$ cat config.mk
export PLATFORM = sky130hd
export DESIGN_NAME = maq_ms_flat
export DESIGN_NICKNAME = d
export VERILOG_FILES = /design/src/rtl/maq_ms_if.sv /design/src/rtl/maq_ms.sv /design/src/flat_wrapper.sv
export SDC_FILE = /design/constraint.sdc
export NUM_CORES = 1
export LEC_CHECK = 0
export CAP_MARGIN = 20
export CORE_ASPECT_RATIO = 1.1
export CORE_MARGIN = 8
export CORE_UTILIZATION = 36
export DETAILED_ROUTE_END_ITERATION = 8
export GPL_TIMING_DRIVEN = 0
export PLACE_DENSITY_LB_ADDON = 0.1
export SETUP_SLACK_MARGIN = 0.05
export SYNTH_ARGS = -nofsm -noshare
export SYNTH_HDL_FRONTEND = slang
export SYNTH_SLANG_ARGS = --single-unit
$ cat constraint.sdc
create_clock -name maqh_clock -period 2.2 [get_ports maqh_clock]
set_input_delay 0.66 -clock maqh_clock [delete_from_list [all_inputs] [get_ports maqh_clock]]
set_output_delay 0.66 -clock maqh_clock [all_outputs]
set_load 0.005 [all_outputs]
$ cat src/rtl/maq_ms_if.sv
// Bus bundle for the minutes/seconds stage of the clock.
// slave  : used by maq_ms (takes buttons, drives tick, hour request, digits, mode)
// master : used by the environment (drives buttons, observes everything else)
//   btn_mode, btn_inc   : asynchronous active-high buttons
//   enable_1hz          : one-cycle tick every TICK_DIV clocks
//   inc_h               : hour-increment request, qualified by enable_1hz
//   sec_lsd/sec_msd     : seconds BCD digits
//   min_lsd/min_msd     : minutes BCD digits
//   mode                : 0=RUN, 1=SET_MIN, 2=SET_HR
interface maq_ms_if;
  logic       btn_mode;
  logic       btn_inc;
  logic       enable_1hz;
  logic       inc_h;
  logic [3:0] sec_lsd;
  logic [2:0] sec_msd;
  logic [3:0] min_lsd;
  logic [2:0] min_msd;
  logic [1:0] mode;

  modport slave (
    input  btn_mode, btn_inc,
    output enable_1hz, inc_h, sec_lsd, sec_msd, min_lsd, min_msd, mode
  );

  modport master (
    output btn_mode, btn_inc,
    input  enable_1hz, inc_h, sec_lsd, sec_msd, min_lsd, min_msd, mode
  );
endinterface

$ cat src/rtl/maq_ms.sv
// Upstream stage of the hours counter: 1 Hz prescaler, BCD seconds/minutes,
// two-button time-set mode and the hour-increment request for the hours block.
// Ports:
//   maqh_clock : system clock, rising edge
//   reset      : asynchronous active-low reset
//   bus        : maq_ms_if.slave (buttons in; tick, inc_h, digits, mode out)
module maq_ms #(
  parameter int unsigned TICK_DIV = 50000000,
  parameter int unsigned CNT_W    = 26
) (
  input  logic      maqh_clock,
  input  logic      reset,
  maq_ms_if.slave   bus
);

  localparam logic [CNT_W-1:0] CNT_MAX = CNT_W'(TICK_DIV - 1);

  typedef enum logic [1:0] {
    MODE_RUN     = 2'd0,
    MODE_SET_MIN = 2'd1,
    MODE_SET_HR  = 2'd2
  } mode_e;

  mode_e            mode_q, mode_d;
  logic [CNT_W-1:0] cnt_q, cnt_d;
  logic             en_q, en_d;
  logic [1:0]       mode_sync_q, inc_sync_q;
  logic             mode_dly_q, inc_dly_q;
  logic [3:0]       sec_lsd_q, sec_lsd_d, min_lsd_q, min_lsd_d;
  logic [2:0]       sec_msd_q, sec_msd_d, min_msd_q, min_msd_d;
  logic             pend_q, pend_d;

  logic mode_ev_c, inc_ev_c;
  logic run_c, clr_sec_c, min_inc_c, hr_req_c;
  logic sec59_c, min59_c, min_adv_c;

  // Button rising-edge events after the two-flop synchronizers
  assign mode_ev_c = mode_sync_q[1] & ~mode_dly_q;
  assign inc_ev_c  = inc_sync_q[1]  & ~inc_dly_q;

  assign sec59_c = (sec_msd_q == 3'd5) && (sec_lsd_q == 4'd9);
  assign min59_c = (min_msd_q == 3'd5) && (min_lsd_q == 4'd9);

  // Mode state register
  always_ff @(posedge maqh_clock or negedge reset) begin
    if (!reset) mode_q <= MODE_RUN;
    else        mode_q <= mode_d;
  end

  // Mode next-state: each mode button event advances RUN->SET_MIN->SET_HR->RUN
  always_comb begin
    mode_d = mode_q;
    if (mode_ev_c) begin
      case (mode_q)
        MODE_RUN:     mode_d = MODE_SET_MIN;
        MODE_SET_MIN: mode_d = MODE_SET_HR;
        default:      mode_d = MODE_RUN;
      endcase
    end
  end

  // Mode decode; a same-cycle mode event swallows the increment event
  always_comb begin
    run_c     = 1'b0;
    clr_sec_c = 1'b0;
    min_inc_c = 1'b0;
    hr_req_c  = 1'b0;
    case (mode_q)
      MODE_RUN: begin
        run_c     = 1'b1;
        clr_sec_c = mode_ev_c;
      end
      MODE_SET_MIN: min_inc_c = inc_ev_c & ~mode_ev_c;
      MODE_SET_HR:  hr_req_c  = inc_ev_c & ~mode_ev_c;
      default: ;
    endcase
  end

  // Prescaler; the tick is registered so it lands one cycle after CNT_MAX
  always_comb begin
    en_d  = (cnt_q == CNT_MAX);
    cnt_d = en_d ? '0 : cnt_q + CNT_W'(1);
  end

  // Digit and pending-request next state
  always_comb begin
    sec_lsd_d = sec_lsd_q;
    sec_msd_d = sec_msd_q;
    min_lsd_d = min_lsd_q;
    min_msd_d = min_msd_q;
    min_adv_c = min_inc_c | (run_c & en_q & sec59_c);

    if (run_c && en_q) begin
      if (sec_lsd_q == 4'd9) begin
        sec_lsd_d = 4'd0;
        sec_msd_d = (sec_msd_q == 3'd5) ? 3'd0 : sec_msd_q + 3'd1;
      end else begin
        sec_lsd_d = sec_lsd_q + 4'd1;
      end
    end
    if (clr_sec_c) begin
      sec_lsd_d = 4'd0;
      sec_msd_d = 3'd0;
    end

    if (min_adv_c) begin
      if (min_lsd_q == 4'd9) begin
        min_lsd_d = 4'd0;
        min_msd_d = (min_msd_q == 3'd5) ? 3'd0 : min_msd_q + 3'd1;
      end else begin
        min_lsd_d = min_lsd_q + 4'd1;
      end
    end

    // Tick delivers and clears the request; it wins over a coincident press
    if (en_q)          pend_d = 1'b0;
    else if (hr_req_c) pend_d = 1'b1;
    else               pend_d = pend_q;
  end

  // Datapath registers
  always_ff @(posedge maqh_clock or negedge reset) begin
    if (!reset) begin
      cnt_q       <= '0;
      en_q        <= 1'b0;
      mode_sync_q <= 2'b00;
      inc_sync_q  <= 2'b00;
      mode_dly_q  <= 1'b0;
      inc_dly_q   <= 1'b0;
      sec_lsd_q   <= 4'd0;
      sec_msd_q   <= 3'd0;
      min_lsd_q   <= 4'd0;
      min_msd_q   <= 3'd0;
      pend_q      <= 1'b0;
    end else begin
      cnt_q       <= cnt_d;
      en_q        <= en_d;
      mode_sync_q <= {mode_sync_q[0], bus.btn_mode};
      inc_sync_q  <= {inc_sync_q[0], bus.btn_inc};
      mode_dly_q  <= mode_sync_q[1];
      inc_dly_q   <= inc_sync_q[1];
      sec_lsd_q   <= sec_lsd_d;
      sec_msd_q   <= sec_msd_d;
      min_lsd_q   <= min_lsd_d;
      min_msd_q   <= min_msd_d;
      pend_q      <= pend_d;
    end
  end

  assign bus.enable_1hz = en_q;
  assign bus.inc_h      = en_q & ((run_c & sec59_c & min59_c) | pend_q);
  assign bus.sec_lsd    = sec_lsd_q;
  assign bus.sec_msd    = sec_msd_q;
  assign bus.min_lsd    = min_lsd_q;
  assign bus.min_msd    = min_msd_q;
  assign bus.mode       = mode_q;

endmodule
$ cat src/flat_wrapper.sv
// flat-port wrapper written by rule: the top's interface ports become plain ports
module maq_ms_flat 
#(
  parameter int unsigned TICK_DIV = 50000000,
  parameter int unsigned CNT_W    = 26
)
  (maqh_clock, reset, bus_btn_mode, bus_btn_inc, bus_enable_1hz, bus_inc_h, bus_sec_lsd, bus_sec_msd, bus_min_lsd, bus_min_msd, bus_mode);
  maq_ms_if bus_i ();
  input  logic maqh_clock;
  input  logic reset;
  input wire logic [$bits(bus_i.btn_mode)-1:0] bus_btn_mode;
  input wire logic [$bits(bus_i.btn_inc)-1:0] bus_btn_inc;
  output wire logic [$bits(bus_i.enable_1hz)-1:0] bus_enable_1hz;
  output wire logic [$bits(bus_i.inc_h)-1:0] bus_inc_h;
  output wire logic [$bits(bus_i.sec_lsd)-1:0] bus_sec_lsd;
  output wire logic [$bits(bus_i.sec_msd)-1:0] bus_sec_msd;
  output wire logic [$bits(bus_i.min_lsd)-1:0] bus_min_lsd;
  output wire logic [$bits(bus_i.min_msd)-1:0] bus_min_msd;
  output wire logic [$bits(bus_i.mode)-1:0] bus_mode;
  assign bus_i.btn_mode = bus_btn_mode;
  assign bus_i.btn_inc = bus_btn_inc;
  assign bus_enable_1hz = bus_i.enable_1hz;
  assign bus_inc_h = bus_i.inc_h;
  assign bus_sec_lsd = bus_i.sec_lsd;
  assign bus_sec_msd = bus_i.sec_msd;
  assign bus_min_lsd = bus_i.min_lsd;
  assign bus_min_msd = bus_i.min_msd;
  assign bus_mode = bus_i.mode;
  maq_ms #(.TICK_DIV(TICK_DIV), .CNT_W(CNT_W)) u_core (.maqh_clock(maqh_clock), .reset(reset), .bus(bus_i));
endmodule
; After elaboration in Yosys (flattened, before gate mapping)
; Cells that the tools add are included.
[word_totals]
output_inout_bits = 18
word_cells = 63
latch_bits = 0
mem_bits_rw = 0
mem_count = 0
ff_bits = 50
romBits = 0
input_bits = 4
[op_classes]
order_cmp = 0
shift = 0
n_div = 0
reduce_logical = 9
bitwise = 13
add_sub_neg = 5
n_mux = 17
n_eq_ne = 7
multipliers = 0
[ops]
columns = op, n
row1 = "26-bit by 1-bit adder with 26-bit output, second input constant", 1
row2 = "26-bit == test, second input constant", 1
row3 = 26-bit 2-to-1 mux, 1
row4 = 4-bit 2-to-1 mux, 4
row5 = 3-bit 2-to-1 mux, 5
row6 = "4-bit by 1-bit adder with 4-bit output, second input constant", 2
row7 = 1-bit AND, 8
row8 = "4-bit == test, second input constant", 2
row9 = "3-bit by 1-bit adder with 3-bit output, second input constant", 2
row10 = "3-bit == test, second input constant", 2
row11 = 1-bit 2-to-1 mux, 6
row12 = 2-bit nonzero test, 3
row13 = 2-bit case mux with 2 select lines, 1
row14 = 2-bit AND reduction, 2
row15 = 1-bit logical AND, 3
row16 = 1-bit NOT, 3
row17 = "2-bit by 1-bit == test with 1-bit output, second input constant", 1
row18 = "2-bit == test, second input constant", 1
row19 = 2-bit logical NOT, 1
row20 = 1-bit bitwise OR, 2

; Depth between registers and ports, before layout
; Gate-level depths: netlist of the first run.
[logic_depth]
depth_word = 7
depth_mapped = 6
mapped_depth_nobuf = 6

; Least setup slack after synthesis of the first run
; No wires, ideal clock.
[synth_timing]
kind = register to register
startpoint = register u_core.sec_lsd_q[1] (netlist: u_core.bus.sec_lsd[1])
endpoint = register u_core.min_msd_q[1] (netlist: u_core.bus.min_msd[1])
synth_period_minus_slack_ns = 1.862
required_ns = 2.075
arrival_time_ns = 1.737
setup_slack_ns = 0.338
setup_ns = 0.125
path_stages_with_launch = 7
path_buffers = 0
path_cell_list = dfrtp_1 -> inv_1 -> ha_1 -> nand4b_2 -> o32a_4 -> nor3_1 -> mux2_2
[synth_via]
elab_chain_cells = 5
[synth_rtl]
columns = item, line
row1 = start: declaration, maq_ms.sv:29  ; logic [3:0] sec_lsd_q, sec_lsd_d, min_lsd_q, min_lsd_d;
row2 = start signal: assignment, maq_ms.sv:142  ; sec_lsd_q <= sec_lsd_d;
row3 = 4-bit == test, maq_ms.sv:41  ; assign sec59_c = (sec_msd_q == 3'd5) && (sec_lsd_q == 4'd9);
row4 = 1-bit logical AND, maq_ms.sv:41
row5 = 1-bit AND, maq_ms.sv:91  ; min_adv_c = min_inc_c | (run_c & en_q & sec59_c);
row6 = 1-bit bitwise OR, maq_ms.sv:91
row7 = 2-bit AND reduction (no source line), -
row8 = end signal: assignment, maq_ms.sv:145  ; min_msd_q <= min_msd_d;
row9 = end: declaration, maq_ms.sv:30  ; logic [2:0] sec_msd_q, sec_msd_d, min_msd_q, min_msd_d;
; Every way passes these cells.
; A chain may end at the register's enable or synchronous reset.

; Worst setup path in the final report of the first run
[layout_timing]
startpoint = register u_core.min_lsd_q[1] (netlist: u_core.bus.min_lsd[1])
endpoint = output port bus_inc_h
[layout_via]
elab_chain_cells = 5
[layout_rtl]
columns = item, line
row1 = start: declaration, maq_ms.sv:29
row2 = start signal: assignment, maq_ms.sv:144  ; min_lsd_q <= min_lsd_d;
row3 = 4-bit == test, maq_ms.sv:42  ; assign min59_c = (min_msd_q == 3'd5) && (min_lsd_q == 4'd9);
row4 = 1-bit logical AND, maq_ms.sv:42
row5 = 1-bit AND, maq_ms.sv:151  ; assign bus.inc_h = en_q & ((run_c & sec59_c & min59_c) | pend_q);
row6 = 1-bit bitwise OR, maq_ms.sv:151
row7 = 1-bit AND, maq_ms.sv:151
row8 = end: declaration, flat_wrapper.sv:14  ; output wire logic [$bits(bus_i.inc_h)-1:0] bus_inc_h;
; Every way passes these cells.

==> results of run 1 <==
## cell type report
class                      count  area [um2]  area share [%]
inverter                       1        3.75           0.123
clock inverter                 3        68.8            2.26
timing repair buffer          31         288            9.45
clock buffer                   5        68.8            2.26
multi-input combinational    176        1200            39.6
tap                           82         103            3.37
sequential                    50        1260            41.3
buffer                         6        50.0            1.64
## state kept, by name (all words and copies together) (netlist names)
name                   cells
u_core.inc_sync_q          2
u_core.cnt_q              26
u_core.mode_sync_q         2
u_core.inc_dly_q           1
u_core.bus.sec_msd         3
u_core.bus.min_lsd         4
u_core.bus.mode            2
u_core.bus.sec_lsd         4
u_core.bus.enable_1hz      1
u_core.bus.min_msd         3
u_core.mode_dly_q          1
u_core.pend_q              1
## final timing paths
check / start / end / slack [ps] / cells after the start
hold reg to reg: u_core.inc_sync_q[0]$_DFF_PN0_ / u_core.inc_sync_q[1]$_DFF_PN0_ / 350 / 0
min in group maqh_clock: u_core.inc_sync_q[0]$_DFF_PN0_ / u_core.inc_sync_q[1]$_DFF_PN0_ / 350 / 0
max in group asynchronous: reset / u_core.bus.min_lsd[2]$_DFFE_PN0P_ / 1400 / 2
setup reg to reg: u_core.bus.sec_lsd[1]$_DFFE_PN0P_ / u_core.bus.min_msd[1]$_DFFE_PN0P_ / 180 / 7
setup / recovery: u_core.bus.min_lsd[1]$_DFFE_PN0P_ / bus_inc_h / 1 / 4
hold / removal: reset / u_core.bus.sec_lsd[0]$_DFFE_PN0P_ / 260 / 1
## synthesized netlist by cell type (3+ instances only)
| master | number |
|---|---|
| sky130_fd_sc_hd__xnor2_1 | 6 |
| sky130_fd_sc_hd__a21oi_1 | 13 |
| sky130_fd_sc_hd__nor4_1 | 3 |
| sky130_fd_sc_hd__o21ai_0 | 18 |
| sky130_fd_sc_hd__and3_2 | 3 |
| sky130_fd_sc_hd__nor2b_1 | 4 |
| sky130_fd_sc_hd__ha_1 | 4 |
| sky130_fd_sc_hd__nor2_1 | 14 |
| sky130_fd_sc_hd__nand3b_1 | 5 |
| sky130_fd_sc_hd__buf_6 | 3 |
| sky130_fd_sc_hd__o31ai_1 | 5 |
| sky130_fd_sc_hd__dfrtp_1 | 50 |
| sky130_fd_sc_hd__or4_1 | 3 |
| sky130_fd_sc_hd__or3_1 | 8 |
| sky130_fd_sc_hd__nand2_1 | 21 |
| sky130_fd_sc_hd__xor2_1 | 12 |
| sky130_fd_sc_hd__nand4_1 | 9 |
| sky130_fd_sc_hd__nand2b_1 | 4 |
| sky130_fd_sc_hd__nand3_1 | 12 |
## worst max-delay path, delay by kind of cell (launching register included)
| family | cells | cell delay [ps] |
|---|---|---|
| buf+inv | 1 | 110 |
| flops | 1 | 470 |
| compound gates | 1 | 140 |
| simple gates | 2 | 530 |
## logic make-up after synthesis
family | share of synthesized area [%]
mux | 1.31
fa+ha+maj | 2.02
flops | 50.5
simple gates | 27.6
xor+xnor | 6.37
buf+inv | 2.17
compound gates | 9.96
## cell usage in the layout (no fill, tap or decap), types with 4 or more instances in the layout
cell type                         count
sky130_fd_sc_hd__nand2b_1             4
sky130_fd_sc_hd__nor2_1              13
sky130_fd_sc_hd__or3_1                8
sky130_fd_sc_hd__o21ai_0             18
sky130_fd_sc_hd__nand3_1             12
sky130_fd_sc_hd__dfrtp_1             45
sky130_fd_sc_hd__buf_4               10
sky130_fd_sc_hd__nand4_1              9
sky130_fd_sc_hd__clkbuf_8             5
sky130_fd_sc_hd__o31ai_1              5
sky130_fd_sc_hd__clkdlybuf4s50_1     19
sky130_fd_sc_hd__nand3b_1             5
sky130_fd_sc_hd__dfrtp_2              5
sky130_fd_sc_hd__a21oi_1             13
sky130_fd_sc_hd__xnor2_1              6
sky130_fd_sc_hd__nand2_1             21
sky130_fd_sc_hd__xor2_1              12
## metal layers
metal / global-route usage, % / up-vias / part of all wire, %
met4: 2.88 / 0 / 0.75
met5: 0 / - / 0
met1: 14.8 / 944 / 48
li1: - / 930 / -
met3: 3.20 / 4 / 4.1
met2: 18.3 / 22 / 47
## stage by stage
stage	area, um2	TNS [ps]	hold slack, ps
after global routing	3040	-114	280
after floorplan	2480	0	331
after global placement	2790	-57690	340
after detailed placement	2800	-298	342
after CTS	3000	-61.6	268
final	3040	0	261
## power by group
| part | leakage [nW] | switching (W) | internal, W |
|---|---|---|---|
| clock network | 0.0683 | 0.000318 | 0.000456 |
| registers | 0.649 | 0.0000719 | 0.000991 |
| logic | 0.577 | 0.000195 | 0.000244 |
| total | 1.29 | 0.000585 | 0.00169 |
## repair_timing
| action | 4_1_cts | 5_1_grt |
|---|---|---|
| resized for setup | 13 | 4 |
| hold endpoints to repair | 0 | 0 |
| gates cloned | 0 | 0 |
| setup buffers | 5 | 4 |
| setup endpoints to repair | 1 | 1 |
| pin swaps | 3 | 2 |
==> metrics.txt, run 1 <==
iteration count of the initial detailed-routing pass=5; post-layout net count=279; Post-synth top flop=sky130_fd_sc_hd__dfrtp_1; final cell utilization of the core=~46%; maximum number of pins on one net before global-route repair=36; shortest clock period the worst path allows after layout=2200 ps; root cell of the clock tree=sky130_fd_sc_hd__clkbuf_8; Cell Count, Final, Fillers Out=approximately 350; Total Power=0.00228 W; average wire per cell in the routed design=14.8 um; Final Cycle Share=99.9%; slowest cell on the critical path=sky130_fd_sc_hd__dfrtp_2; result of the run=finished, final reports clean; Crit Path Max Fanout=9; height of the die=around 100 um; via count of the first global-routing pass=1785; hold buffer count at cts=0; class of the tightest hold or removal check=in -> async; ratio of cells with drive above 1 in the final layout=~18%; I/O pin total=22; initial antenna violation count=0; Max-slew headroom=a little under three fifths; Clock Pin Slew Worst Setup and Hold Paths=100 ps; max-capacitance violation count=0; clock buffers created by TritonCTS=5; IR drop worst, VDD=0.000428 V; total vias in the final route=1900; flip-flop and latch count after synthesis=50; total nets after synthesis=241; WP data arrival=1540 ps; initial core utilization=37.3%; sequential element share of the synthesized area=50.5%; placeable core region=6630 um2; count of endpoints failing setup in the final report=0; slew of the pin with the lowest slew margin=roughly 660 ps; CP endpoint kind=output port; global-route wire length before repair=between 8000 and 9000 um; pre-CTS setup slack=-298 ps; antenna diode instance count=0; RSZ-0062 raised after global routing=true; First DRT Iteration DRCs=96; Max Clk Rate=approximately 0.45 GHz; CTS Buffer Depth=2; # port buffers=21; overall die area=between 9000 and 10000 um2; number of synthesis warnings=0; CTS tree=yes; critical path, cell by cell=nand3b_1, nor4_2, o21a_1, buf_2; Final Skew=approximately 11 ps; mean area per synthesized cell=about 11 um2; number of enable flip-flop cells after synthesis=0; DRT antenna net count=0; power per standard cell area=747 nW/um2; number of instances in the synthesized netlist=between 200 and 250; largest incremental delay on the critical path=470 ps; Required @ worst endpoint=1540 ps; LEAKAGE=1.29 nW; startpoint class of the critical path=register; least setup slack across all paths after layout=~1.5 ps; synth top area cells=sky130_fd_sc_hd__dfrtp_1 (51%), sky130_fd_sc_hd__xor2_1 (4.2%), sky130_fd_sc_hd__o21ai_0 (3.6%); Routed Wire Length=5230 um; DRC violation count after routing=0; share of the synthesized area in the top cell type=50.5%; maximum level of the CTS H-tree=2; global placement routability congestion=roughly 0.74; detail-routed via count per cell=about 5.4; die width=between 90 and 100 um; number of placement rows=31; overall overflow remaining after global route=0; library cells used by synthesis=46; proportion of synthesized flip-flops having asynchronous set or reset=between 90% and 100%; number of inserted filler cells in the final layout=637; max-slew violation count=0; Worst Path Class, Setup=reg -> out; Global Route Usage Sum=11.5%; Hold Vio Cnt, Final=0; area added between synthesis and finish=22.9%; clock network latency to the later pin of the worst-skew pair=310 ps; TritonCTS sink count=50; Synth Cell Area=2480 um2; half-perimeter wire length after detailed placement=3600 um; cell type with the largest total area after synthesis=sky130_fd_sc_hd__dfrtp_1; cell total after placement=337
(Power assumes the default switching activity.)
==> run 2: changes to the inputs <==
CTS_CLUSTER_DIAMETER = 30   (was default)
HOLD_SLACK_MARGIN = 0.02   (was default)
==> results of run 2 <==
Same layout as run 1: the final DEF is identical, and so are final timing and power.
==> run 3: changes to the inputs <==
CELL_PAD_IN_SITES_DETAIL_PLACEMENT = 1   (was default)
CELL_PAD_IN_SITES_GLOBAL_PLACEMENT = 2   (was default)
SLEW_MARGIN = 20   (was default)
==> run 3 against run 2 <==
  * Clock skew fell by 6.1 ps
  * Global-route usage rose by 1.8 points
  * Maximum frequency rose by 0.78%
  * Utilization fell by 0.70 points
  * Clock power fell by 17%
  * Critical path depth rose by 1
  * Combinational power rose by 4%
  * Total power fell by 6.0%
  * Worst setup slack improved by 17 ps
  * Hold slack improved by 97 ps
==> metrics.txt, run 3 (synthesis gave the netlist of run 1 again) <==
result of the run=finished, final reports clean; DRT antenna net count=0; Hold Vio Cnt, Final=0; Crit Path Max Fanout=2; I/O pin total=22; Global Route Usage Sum=a little over an eighth; antenna diode instance count=0; initial core utilization=37.3%; global placement routability congestion=0.757; shortest clock period the worst path allows after layout=2180 ps; startpoint class of the critical path=register; half-perimeter wire length after detailed placement=4010 um; commonest cells after routing, fill and taps aside=sky130_fd_sc_hd__dfrtp_1 (47), sky130_fd_sc_hd__nand2_1 (21), sky130_fd_sc_hd__clkdlybuf4s50_1 (19); maximum number of pins on one net before global-route repair=51; critical path, cell by cell=nor2b_2, nand3b_1, nor4_2, o21a_1, buf_2; Routed Wire Length=5780 um; number of inserted filler cells in the final layout=712; Final Skew=around 5.4 ps; IR drop worst, VDD=between 0.0003 and 0.0004 V; most common cell after layout, fill and taps aside=sky130_fd_sc_hd__dfrtp_1; # port buffers=21; Top reg by flops=u_core.cnt_q; RSZ-0062 raised after global routing=true; slew of the pin with the lowest slew margin=between 600 and 700 ps; die width=95.1 um; LEAKAGE=1.28 nW; clock buffers created by TritonCTS=5; Setup Total Neg Slack=0 ps; DRC violation count after routing=0; Max-slew headroom=a little over half; number of placement rows=31; root cell of the clock tree=sky130_fd_sc_hd__clkbuf_8; Required @ worst endpoint=1540 ps; post-placement cell area=2790 um2; Worst Path Class, Setup=reg -> out; class of the tightest hold or removal check=reg -> reg; ratio of cells with drive above 1 in the final layout=~17%; CP endpoint kind=output port; WP data arrival=1520 ps; Max Clk Rate=0.458 GHz; cell total after placement=336; maximum level of the CTS H-tree=2; Cell Count, Final, Fillers Out=354; placeable core region=6630 um2; iteration count of the initial detailed-routing pass=4; overall die area=roughly 9800 um2; overall overflow remaining after global route=0; global-route wire length before repair=10200 um; smallest hold slack=358 ps; Final Cycle Share=99.2%; clock network latency to the later pin of the worst-skew pair=300 ps; height of the die=103 um; power per standard cell area=714 nW/um2; post-layout net count=approximately 280; CTS tree=yes; final cell utilization of the core=a little under half; Clock Pin Slew Worst Setup and Hold Paths=90 ps; CTS Buffer Depth=2; First DRT Iteration DRCs=48; max-capacitance violation count=0; max-slew violation count=0; count of endpoints failing setup in the final report=0; initial antenna violation count=0; total vias in the final route=1919; via count of the first global-routing pass=2045; area added between synthesis and finish=21.1%; flip-flop count of the largest register, all copies and words added=26; average wire per cell in the routed design=approximately 16 um; Design Area, Final=about 3000 um2; slowest cell on the critical path=sky130_fd_sc_hd__dfrtp_1; TritonCTS sink count=50; largest incremental delay on the critical path=400 ps; detail-routed via count per cell=around 5.4
run 3: final timing paths:
kind	start	endpoint	slack, ps	cells past startpoint
max	u_core.bus.min_lsd[2]$_DFFE_PN0P_	bus_inc_h	20	5
min	u_core.mode_sync_q[0]$_DFF_PN0_	u_core.mode_sync_q[1]$_DFF_PN0_	360	0
max reg2reg	u_core.bus.sec_lsd[1]$_DFFE_PN0P_	u_core.bus.min_msd[2]$_DFFE_PN0P_	190	7
min reg2reg	u_core.mode_sync_q[0]$_DFF_PN0_	u_core.mode_sync_q[1]$_DFF_PN0_	360	0
max in group asynchronous	reset	u_core.bus.min_lsd[1]$_DFFE_PN0P_	1350	1
min in group asynchronous	reset	u_core.bus.sec_lsd[1]$_DFFE_PN0P_	380	1
run 3: layout make-up:
| cell class | instances | area, um2 | share of cell area (%) |
|---|---|---|---|
| timing repair buffer | 31 | 278 | 9.27 |
| sequential | 50 | 1250 | 41.9 |
| inverter | 1 | 3.75 | 0.125 |
| clock buffer | 5 | 68.8 | 2.30 |
| clock inverter | 3 | 40.0 | 1.34 |
| multi-input combinational | 176 | 1200 | 40.0 |
| buffer | 6 | 50.0 | 1.67 |
| tap | 82 | 103 | 3.42 |
run 3: timing repair:
item,4_1_cts,5_1_grt
pin swaps,2,2
resized for setup,13,1
hold buffers,0,0
endpoints found under the setup margin,1,3
buffers inserted,10,0
run 3: through the flow:
stage,power [W],setup WS [ps]
floorplan,0.00123,338
global placement,0.00143,-1170
detailed placement,0.00143,-347
CTS,0.00219,-43.9
global route,0.00229,-139
finish,0.00214,18.4
run 3: metal layers:
| metal | share of wire, % | up-vias | GRT usage (%) | wire, um |
|---|---|---|---|---|
| met5 | 0 | - | 0 | 0 |
| met4 | 1.2 | 0 | 4.33 | 70 |
| met3 | 3.6 | 6 | 3.06 | 208 |
| met2 | 49 | 21 | 22.2 | 2860 |
| met1 | 46 | 960 | 16.3 | 2640 |
| li1 | - | 932 | - | - |
run 3: where the power goes:
| part | total [W] | switching (W) | internal, W |
|---|---|---|---|
| logic | 0.000458 | 0.000220 | 0.000238 |
| clock network | 0.000642 | 0.000307 | 0.000335 |
| registers | 0.00104 | 0.0000501 | 0.000989 |
| total | 0.00214 | 0.000577 | 0.00156 |
run 3: worst max-delay path: cells and delay by family, from the launching register on:
kind            cells  cell delay [ps]
compound gates      1              140
buf+inv             1              110
flops               1              400
simple gates        3              580
